--- src/rtl/frame_buffer_reader_pkg.sv ---
// Definitions shared by the frame RAM read path and the camera capture writer:
// reader FSM states and frame geometry.
package frame_buffer_reader_pkg;

    localparam int unsigned FB_ADDR_WIDTH  = 15;
    localparam int unsigned FB_FRAME_BYTES = 19200;
    localparam int unsigned FB_LINE_BYTES  = 160;
    localparam int unsigned FB_RAM_LATENCY = 1;

    typedef enum logic [2:0] {
        IDLE,
        FETCH_HI,
        FETCH_LO,
        PRESENT,
        DONE
    } rd_state_e;

endpackage

--- src/rtl/frame_buffer_reader_ram_read_wait.sv ---
// Down-counter started whenever a new RAM address is issued; data_ready_c is
// high on the edge where the read data for that address is valid.
module frame_buffer_reader_ram_read_wait #(
    parameter int unsigned RAM_LATENCY = 1
) (
    input  logic clk,
    input  logic rst,
    input  logic load,
    output logic data_ready_c
);

    localparam int unsigned CNT_W = $clog2(RAM_LATENCY + 2);

    logic [CNT_W-1:0] cnt_q;
    logic [CNT_W-1:0] cnt_d;

    // Saturates at zero so data stays ready while the address is held.
    always_comb begin
        cnt_d = cnt_q;
        if (load) begin
            cnt_d = CNT_W'(RAM_LATENCY);
        end else if (cnt_q != '0) begin
            cnt_d = cnt_q - CNT_W'(1);
        end
    end

    always_ff @(posedge clk) begin
        if (rst) begin
            cnt_q <= '0;
        end else begin
            cnt_q <= cnt_d;
        end
    end

    assign data_ready_c = (cnt_q == '0);

endmodule

--- src/rtl/frame_buffer_reader.sv ---
// Read side of the camera frame RAM: sweeps one frame byte by byte and streams
// RGB565 pixels ({high, low}) on a valid/ready interface.
module frame_buffer_reader
    import frame_buffer_reader_pkg::*;
#(
    parameter int unsigned ADDR_WIDTH  = FB_ADDR_WIDTH,
    parameter int unsigned FRAME_BYTES = FB_FRAME_BYTES,
    parameter int unsigned LINE_BYTES  = FB_LINE_BYTES,
    parameter int unsigned RAM_LATENCY = FB_RAM_LATENCY
) (
    input  logic                  i_Clk,
    input  logic                  i_Reset,
    input  logic                  i_Start,
    output logic [ADDR_WIDTH-1:0] o_RAM_Address,
    input  logic [7:0]            i_from_RAM,
    output logic [15:0]           o_Pixel,
    output logic                  o_Pixel_Valid,
    input  logic                  i_Pixel_Ready,
    output logic                  o_Line_End,
    output logic                  o_Busy,
    output logic                  o_Frame_Done
);

    localparam int unsigned BYTE_W = $clog2(FRAME_BYTES);
    localparam int unsigned COL_W  = $clog2(LINE_BYTES);

    rd_state_e         state_q, state_d;
    logic [BYTE_W-1:0] byte_q, byte_d;
    logic [COL_W-1:0]  col_q, col_d;
    logic [15:0]       pixel_q, pixel_d;
    logic              valid_q, valid_d;
    logic              line_end_q, line_end_d;
    logic              busy_q, busy_d;
    logic              done_q, done_d;
    logic              last_q, last_d;

    logic              wait_load;
    logic              data_ready_c;
    logic              byte_is_last;
    logic              col_is_last;
    logic [BYTE_W-1:0] byte_inc;
    logic [COL_W-1:0]  col_inc;

    frame_buffer_reader_ram_read_wait #(
        .RAM_LATENCY (RAM_LATENCY)
    ) u_wait (
        .clk          (i_Clk),
        .rst          (i_Reset),
        .load         (wait_load),
        .data_ready_c (data_ready_c)
    );

    // col tracks the byte address modulo LINE_BYTES without a divider.
    assign byte_is_last = (byte_q == BYTE_W'(FRAME_BYTES - 1));
    assign col_is_last  = (col_q == COL_W'(LINE_BYTES - 1));
    assign byte_inc     = byte_q + BYTE_W'(1);
    assign col_inc      = col_is_last ? '0 : col_q + COL_W'(1);

    always_comb begin
        state_d    = state_q;
        byte_d     = byte_q;
        col_d      = col_q;
        pixel_d    = pixel_q;
        valid_d    = valid_q;
        line_end_d = line_end_q;
        busy_d     = busy_q;
        done_d     = 1'b0;
        last_d     = last_q;
        wait_load  = 1'b0;

        case (state_q)
            IDLE: begin
                byte_d = '0;
                col_d  = '0;
                if (i_Start) begin
                    busy_d    = 1'b1;
                    wait_load = 1'b1;
                    state_d   = FETCH_HI;
                end
            end
            FETCH_HI: begin
                if (data_ready_c) begin
                    pixel_d   = {i_from_RAM, pixel_q[7:0]};
                    byte_d    = byte_inc;
                    col_d     = col_inc;
                    wait_load = 1'b1;
                    state_d   = FETCH_LO;
                end
            end
            // The next high-byte read is issued here so it overlaps the PRESENT wait.
            FETCH_LO: begin
                if (data_ready_c) begin
                    pixel_d    = {pixel_q[15:8], i_from_RAM};
                    line_end_d = col_is_last;
                    valid_d    = 1'b1;
                    last_d     = byte_is_last;
                    state_d    = PRESENT;
                    if (!byte_is_last) begin
                        byte_d    = byte_inc;
                        col_d     = col_inc;
                        wait_load = 1'b1;
                    end
                end
            end
            PRESENT: begin
                if (i_Pixel_Ready) begin
                    valid_d    = 1'b0;
                    line_end_d = 1'b0;
                    if (last_q) begin
                        done_d  = 1'b1;
                        state_d = DONE;
                    end else begin
                        state_d = FETCH_HI;
                    end
                end
            end
            DONE: begin
                busy_d  = 1'b0;
                byte_d  = '0;
                col_d   = '0;
                last_d  = 1'b0;
                state_d = IDLE;
            end
            default: begin
                state_d = IDLE;
            end
        endcase
    end

    always_ff @(posedge i_Clk) begin
        if (i_Reset) begin
            state_q    <= IDLE;
            byte_q     <= '0;
            col_q      <= '0;
            pixel_q    <= '0;
            valid_q    <= 1'b0;
            line_end_q <= 1'b0;
            busy_q     <= 1'b0;
            done_q     <= 1'b0;
            last_q     <= 1'b0;
        end else begin
            state_q    <= state_d;
            byte_q     <= byte_d;
            col_q      <= col_d;
            pixel_q    <= pixel_d;
            valid_q    <= valid_d;
            line_end_q <= line_end_d;
            busy_q     <= busy_d;
            done_q     <= done_d;
            last_q     <= last_d;
        end
    end

    assign o_RAM_Address = ADDR_WIDTH'(byte_q);
    assign o_Pixel       = pixel_q;
    assign o_Pixel_Valid = valid_q;
    assign o_Line_End    = line_end_q;
    assign o_Busy        = busy_q;
    assign o_Frame_Done  = done_q;

endmodule

--- config.mk ---
export PLATFORM = sky130hd
export DESIGN_NAME = frame_buffer_reader
export DESIGN_NICKNAME = d
export VERILOG_FILES = /design/src/rtl/frame_buffer_reader_pkg.sv /design/src/rtl/frame_buffer_reader_ram_read_wait.sv /design/src/rtl/frame_buffer_reader.sv
export SDC_FILE = /design/constraint.sdc
export NUM_CORES = 1
export LEC_CHECK = 0
export BUFFER_PORTS_ARGS = -buffer_cell sky130_fd_sc_hd__buf_4
export CORE_UTILIZATION = 35
export DETAILED_ROUTE_END_ITERATION = 10
export MAX_ROUTING_LAYER = met4
export PLACE_DENSITY = 0.53
export SLEW_MARGIN = 20
export SYNTH_ARGS = -nofsm -noshare
export SYNTH_HDL_FRONTEND = slang
export SYNTH_SLANG_ARGS = --single-unit
export TNS_END_PERCENT = 30
--- constraint.sdc ---
create_clock -name i_Clk -period 1.86 [get_ports i_Clk]
set_clock_uncertainty 0.05 [all_clocks]
set_input_delay 0.093 -clock i_Clk [delete_from_list [all_inputs] [get_ports i_Clk]]
set_output_delay 0.093 -clock i_Clk [all_outputs]
set_load 0.01 [all_outputs]
==> results of run 1 <==
-- layer usage --
metal | vias up | track usage | routed length [um]
met1 | 1004 | 0.253 | 2820
li1 | 1110 | - | -
met2 | 39 | 0.289 | 2570
met5 | - | - | 0
met4 | 0 | 0.0750 | 70
met3 | 6 | 0.0270 | 206
-- timing repair --
action,in CTS,in global routing
resized for setup,3,13
endpoints found under the hold margin,16,0
cloned,0,1
pin swaps,0,4
setup endpoints to repair,8,14
hold buffers,8,0
buffers inserted,0,1
-- cell type report --
type | instances | area share
Inverter | 7 | 0.00849
Sequential cell | 49 | 0.318
Clock buffer | 6 | 0.0267
Tap cell | 75 | 0.0303
Multi-Input combinational cell | 198 | 0.377
Clock inverter | 2 | 0.0121
Timing Repair Buffer | 91 | 0.227
-- cells in the final DEF (no fill, tap or decap), types with 2 or more instances in the layout --
master and instances:
buf_4 83, nand2_1 49, dfxtp_1 47, a21oi_1 30, nor2_1 21, xnor2_1 13, nand3_1 10, o21ai_0 8
dlygate4sd3_1 8, inv_1 7, a211oi_1 7, or3_1 6, nand4_1 6, clkbuf_8 6, nor4_1 5, nor3b_1 3
and3_1 3, nor2b_1 3, nor3_1 3, a2111oi_2 2, a21oi_2 2, ha_1 2, dfxtp_2 2
-- power by group through the flow --
stage / clock network [W] / logic, W / registers (W)
floorplan: 0 / 0.000693 / 0.00132
global placement: 0 / 0.00122 / 0.00130
detailed placement: 0 / 0.00123 / 0.00130
CTS: 0.000833 / 0.00126 / 0.00128
global route: 0.000878 / 0.00150 / 0.00130
finish: 0.000810 / 0.00134 / 0.00128
-- critical path, delay by kind of cell, from the launching register on --
family	cells	cell delay [ps]
and+or+nand+nor	3	380
DFF	1	320
buffers and inverters	3	450
xor gates and xnor gates	1	100
AOI/OAI and AO/OA	1	380
-- cells in the mapped netlist (all sizes together), types with 5 or more instances --
cell type	instances
a21oi	33
clkbuf	11
buf	7
dfxtp	49
nor4	5
or3	6
nand2	49
a211oi	7
inv	7
nand3	10
nor2	21
xnor2	13
o21ai	8
nand4	6
-- through the flow --
stage                      util  setup WS, ps
final                     0.517          72.9
after global routing      0.517         -26.4
after CTS                 0.506         -2.76
after detailed placement  0.471         -47.7
after global placement    0.471          6.16
after floorplan               -         -14.8
-- sequential cells by signal (all words and copies together), names as in the netlist --
signal	cells
state_q	3
o_RAM_Address	15
o_Frame_Done	1
o_Pixel_Valid	1
o_Pixel	16
u_wait.cnt_q	2
o_Line_End	1
last_q	1
o_Busy	1
col_q	8
-- how the worst min path moves through the flow --
stage                        from     endpoint  slack (ps)  cells after the start
global placement    i_from_RAM[5]   o_Pixel[5]         300                      3
CTS                 i_Pixel_Ready   state_q[0]          50                      3
finish              i_Pixel_Ready   state_q[0]          60                      3
global route        i_Pixel_Ready   state_q[0]          60                      3
floorplan           i_from_RAM[0]   o_Pixel[0]         180                      2
detailed placement  i_from_RAM[3]  o_Pixel[11]         310                      3
-- cells by family after synthesis --
logic type               Yosys count
AND/OR/NAND/NOR                  120
AO/OA/AOI/OAI                     61
flip-flops                        49
buffers and inverters             25
XOR/XNOR                          13
adder cells (fa/ha/maj)            3
==> run_results.csv, run 1 <==
group,metric,value,unit
outcome,status,"complete, no violations",
floorplanning,dieHeight,81.3,um
cells_and_area,syn_to_final_growth,40.5,%
yosys,synth_area_leader_cell,"dfxtp_1",
yosys,synth_area_leaders,"dfxtp_1 (45%), nand2_1 (8.4%), a21oi_1 (7.5%)",
power_and_ir_drop,clkPwrFrac,0.236,
power_and_ir_drop,p_per_area,1110,mW/mm^2
critical_path,rr_startpoint,"o_RAM_Address[11]",
power_and_ir_drop,finalPower,0.00343,W
grt,antenna_found_initial,0,
yosys,yosys_warnings,0,
yosys,synth_top_family_by_area,"simple AND/OR/NAND/NOR gates",
critical_path,cp-start-kind,"register",
cells_and_area,multiInputGateArea,0.00117,mm^2
grt,grt_overflow,0,
yosys,synth_xor_area_frac,0.0517,
grt,grt_max_degree,33,
run,maxCapViolations,0,
power_and_ir_drop,internal_power,0.00223,W
yosys,async_flop_share,0,
clocking,clkTransAtPathRegs,100,ps
grt,grt_first_pass_wirelength,9460,um
clocking,cts-root-buf,"clkbuf_8",
power_and_ir_drop,switching_share,0.350,
yosys,synth.area.mux_share,0,
yosys,synth-main-ff-cell,"dfxtp_1",
floorplanning,rows,28,
cells_and_area,fin_nets,367,
yosys,synth_cell_types,40,
clocking,cts_max_path_buffers,2,
power_and_ir_drop,irDropWorstVdd,474,uV
yosys,avgSynthCellArea,8.13,um^2
yosys,netlist_area,0.00220,mm^2
critical_path,cpMostUsedCell,"buf_4",
yosys,synth-compound-area-share,0.169,
sta,setup_viol,0,
sta,hold_violations,0,
sta,tightestPinTransition,421,ps
detailed_routing,finalWirelength,5660,um
floorplanning,start_util,0.368,
sta,finalMaxSlewViolations,0,
detailed_routing,num_vias,2159,
floorplanning,dieArea,0.00661,mm^2
yosys,synth_top_cell_area_share,0.445,
critical_path,cp.required,2010,ps
cells_and_area,seq_area,983,um^2
critical_path,path_class,"register to register",
cells_and_area,fill_cells,581,
sta,finalCriticalPeriod,1790,ps
critical_path,r2r_slack,70,ps
sta,min_period_over_period,0.961,
power_and_ir_drop,netSwitchingPower,0.00120,W
sta,grt_setup_unrepaired,"yes",
critical_path,crit_path_cell_trace,"nor4bb_1 -> buf_4 -> and3_4 -> buf_4 -> a2111oi_0 -> buf_4 -> xnor2_1 -> nor2_1",
sta,tns,0,ps
place,gp_congestion,0.778,
power_and_ir_drop,seq_power_share,0.374,
yosys,synth_fa_ha_area_frac,0.0170,
yosys,synth_edf_count,0,
clocking,htreeDepth,2,
critical_path,endpoint,"col_q[6]",
detailed_routing,drt_drc_violations_left,0,
critical_path,critPathArrivalTime,1940,ps
place,portBuffers,46,
place,place_area,0.00282,mm^2
critical_path,cp_slowest_cell,"a2111oi_0",
grt,grt_pass1_vias,2019,
detailed_routing,drt_first_iter_violations,89,
cells_and_area,layout-drive-gt1-share,0.312,
cells_and_area,diodes,0,
critical_path,cp-startpoint,"o_RAM_Address[11]",
grt,grt_usage,0.191,
power_and_ir_drop,combPwrFrac,0.390,
yosys,syn-instance-count,271,
place,dp_hpwl,3950,um
cells_and_area,fin_cells,428,
yosys,synth_nets,286,
critical_path,reg2reg_to,"col_q[6]",
place,dp.cells,410,
clocking,cts_tree,"yes",
clocking,cts_buffers,5,
yosys,synth_seq_cells,49,
critical_path,cpPeakStageDelay,380,ps
detailed_routing,drt_pass1_iterations,4,
yosys,ys_seq_area_frac,0.445,
floorplanning,design.core.area,0.00599,mm^2
floorplanning,die_x,81.3,um
min_path,worstHoldPathType,"input pin to register",
yosys,yosys.area_share.simple,0.264,
cells_and_area,fin_area,0.00309,mm^2
sta,fin_hold_ws,55.7,ps
detailed_routing,wl_per_cell,13.2,um
floorplanning,io_pins,47,
clocking,clkSinkCount,49,
clocking,insertion_delay,310,ps
critical_path,rr_worst_depth,8,
sta,max_clock_freq,0.560,GHz
critical_path,cp_max_fo,5,
sta,slew_headroom,0.718,
detailed_routing,vias_per_cell,5.04,
power_and_ir_drop,leakage,1.18,nW
critical_path,end_kind,"register",
detailed_routing,drtAntennaViolNets,0,
Note: power is estimated with default switching activity, not from simulation.
==> run 2: changes to the inputs <==
--- a/config.mk
+++ b/config.mk
@@ -9,7 +9,7 @@
 export CORE_UTILIZATION = 35
 export DETAILED_ROUTE_END_ITERATION = 10
 export MAX_ROUTING_LAYER = met4
-export PLACE_DENSITY = 0.53
+export PLACE_DENSITY = 0.51
 export SLEW_MARGIN = 20
 export SYNTH_ARGS = -nofsm -noshare
 export SYNTH_HDL_FRONTEND = slang
==> constraint.sdc (replaced) <==
create_clock -name i_Clk -period 2.19 [get_ports i_Clk]
set_clock_uncertainty 0.05 [all_clocks]
set_input_delay 0.1095 -clock i_Clk [delete_from_list [all_inputs] [get_ports i_Clk]]
set_output_delay 0.1095 -clock i_Clk [all_outputs]
set_load 0.01 [all_outputs]
==> run 2 against run 1 <==
  * Power is 17% lower
  * Sequential power is 15% lower
  * Non-clock buffer count is 25 lower
  * Clock-buffer cell count is 1 lower
  * Setup slack better by 170 ps
  * Cell area is 7.3% lower
  * Critical path depth is 3 lower
  * First-iteration DRC count is 30% higher
  * Via count is 6.8% lower
  * Flip-flop and latch count stayed put
  * Cell count is 6.1% lower
  * Critical endpoint is now col_q[3]
==> run_results.csv, run 2 (synthesis results as in run 1) <==
group,metric,value,unit
sta,finalMaxSlewViolations,0,
grt,antenna_found_initial,0,
clocking,cts_max_path_buffers,2,
critical_path,cp_slowest_cell,"or4_1",
cells_and_area,layout_commonest_cell,"buf_4",
floorplanning,start_util,0.368,
floorplanning,dieArea,0.00661,mm^2
sta,tightestPinTransition,563,ps
critical_path,cpPeakStageDelay,520,ps
sta,slew_headroom,0.615,
clocking,post-cts-setup-buffers,0,
clocking,cts-root-buf,"clkbuf_8",
floorplanning,io_pins,47,
critical_path,cp-start-kind,"register",
critical_path,critPathArrivalTime,2130,ps
cells_and_area,diodes,0,
cells_and_area,syn_to_final_growth,30.2,%
place,portBuffers,46,
power_and_ir_drop,irDropWorstVdd,487,uV
critical_path,cp.required,2380,ps
place,gp_congestion,0.755,
power_and_ir_drop,finalPower,0.00285,W
run,maxCapViolations,0,
grt,grt_max_degree,33,
grt,grt_pass1_vias,1863,
cells_and_area,largest_register_ffs,16,
floorplanning,rows,28,
floorplanning,design.core.area,0.00599,mm^2
clocking,cts_tree,"yes",
critical_path,crit_path_cell_trace,"nor3b_1 -> and3_2 -> a21o_2 -> or4_1 -> a21oi_1",
detailed_routing,wl_met2,2390,um
critical_path,path_class,"register to register",
clocking,htreeDepth,2,
detailed_routing,top_layer,"met4",
clocking,clkTransAtPathRegs,90,ps
cells_and_area,fin_area,0.00287,mm^2
grt,grt_usage,0.184,
detailed_routing,drt_pass1_iterations,4,
power_and_ir_drop,p_per_area,994,mW/mm^2
detailed_routing,drtAntennaViolNets,0,
place,dp_hpwl,3740,um
critical_path,cp_max_fo,16,
detailed_routing,num_vias,2013,
cells_and_area,final_cell_mix,"buf_4 (58), nand2_1 (49), dfxtp_1 (49)",
outcome,status,"complete, no violations",
detailed_routing,drt_drc_violations_left,0,
grt,grt_overflow,0,
detailed_routing,drt_first_iter_violations,116,
sta,max_clock_freq,0.514,GHz
cells_and_area,fin_nets,341,
critical_path,end_kind,"register",
min_path,worstHoldPathType,"input pin to register",
sta,fin_hold_ws,71.1,ps
sta,setup_viol,0,
detailed_routing,route.met3.wl,184,um
floorplanning,die_x,81.3,um
cells_and_area,layout-drive-gt1-share,0.229,
sta,hold_violations,0,
sta,grt_setup_unrepaired,"no",
grt,grt_first_pass_wirelength,9050,um
cells_and_area,final_util,0.479,
sta,min_period_over_period,0.889,
detailed_routing,vias_per_cell,5.01,
clocking,cts_buffers,5,
place,place_area,0.00264,mm^2
detailed_routing,finalWirelength,5340,um
detailed_routing,route.layer.met1.wl,2690,um
detailed_routing,wl_per_cell,13.3,um
sta,finalCriticalPeriod,1950,ps
clocking,clkSinkCount,49,
clocking,insertion_delay,300,ps
sta,tns,0,ps
power_and_ir_drop,leakage,1.05,nW
floorplanning,dieHeight,81.3,um
## run 2: final cells by class
class / instances / area (um^2)
clock buffers: 5 / 68.8
clock inverters: 3 / 68.8
fillers: 604 / 3120
inverters: 7 / 26.3
multi-input cells: 197 / 1110
flip-flops and latches: 49 / 981
well taps: 75 / 93.8
repair buffers: 66 / 515
## run 2: worst max-delay path, delay by kind of cell (launching register included)
family / cells / cell delay, ps
flops: 1 / 450
compound gates: 2 / 460
simple gates: 3 / 910
## run 2: power by group
part           internal (W)  switching, W
clock              0.000460      0.000322
sequential          0.00100     0.0000827
combinational      0.000411      0.000569
total               0.00188      0.000974
## run 2: repair_timing
action / CTS / global route
hold endpoints to repair: 15 / 0
endpoints found under the setup margin: 0 / 12
resized for setup: 0 / 4
hold buffers: 8 / 0
## run 2: path summary, 6_finish.rpt
check / start / to / slack [ps] / cells past startpoint
setup / recovery: o_RAM_Address[8] / col_q[3] / 240 / 5
hold / removal: i_Pixel_Ready / state_q[0] / 70 / 3
setup reg to reg: o_RAM_Address[8] / col_q[3] / 240 / 5
hold reg to reg: o_Pixel[14] / o_Pixel[14] / 410 / 2
## run 2: stage by stage
stage / setup slack (ps) / cells
floorplan: 313 / 271
global placement: 169 / 386
detailed placement: 66.1 / 386
CTS: 41.9 / 402
global route: 9.17 / 402
finish: 243 / 402
## run 2: routing by layer
layer / track usage / up-vias
met3: 0.0348 / 7
met1: 0.250 / 918
met5: - / -
li1: - / 1058
met2: 0.272 / 30
met4: 0.0589 / 0
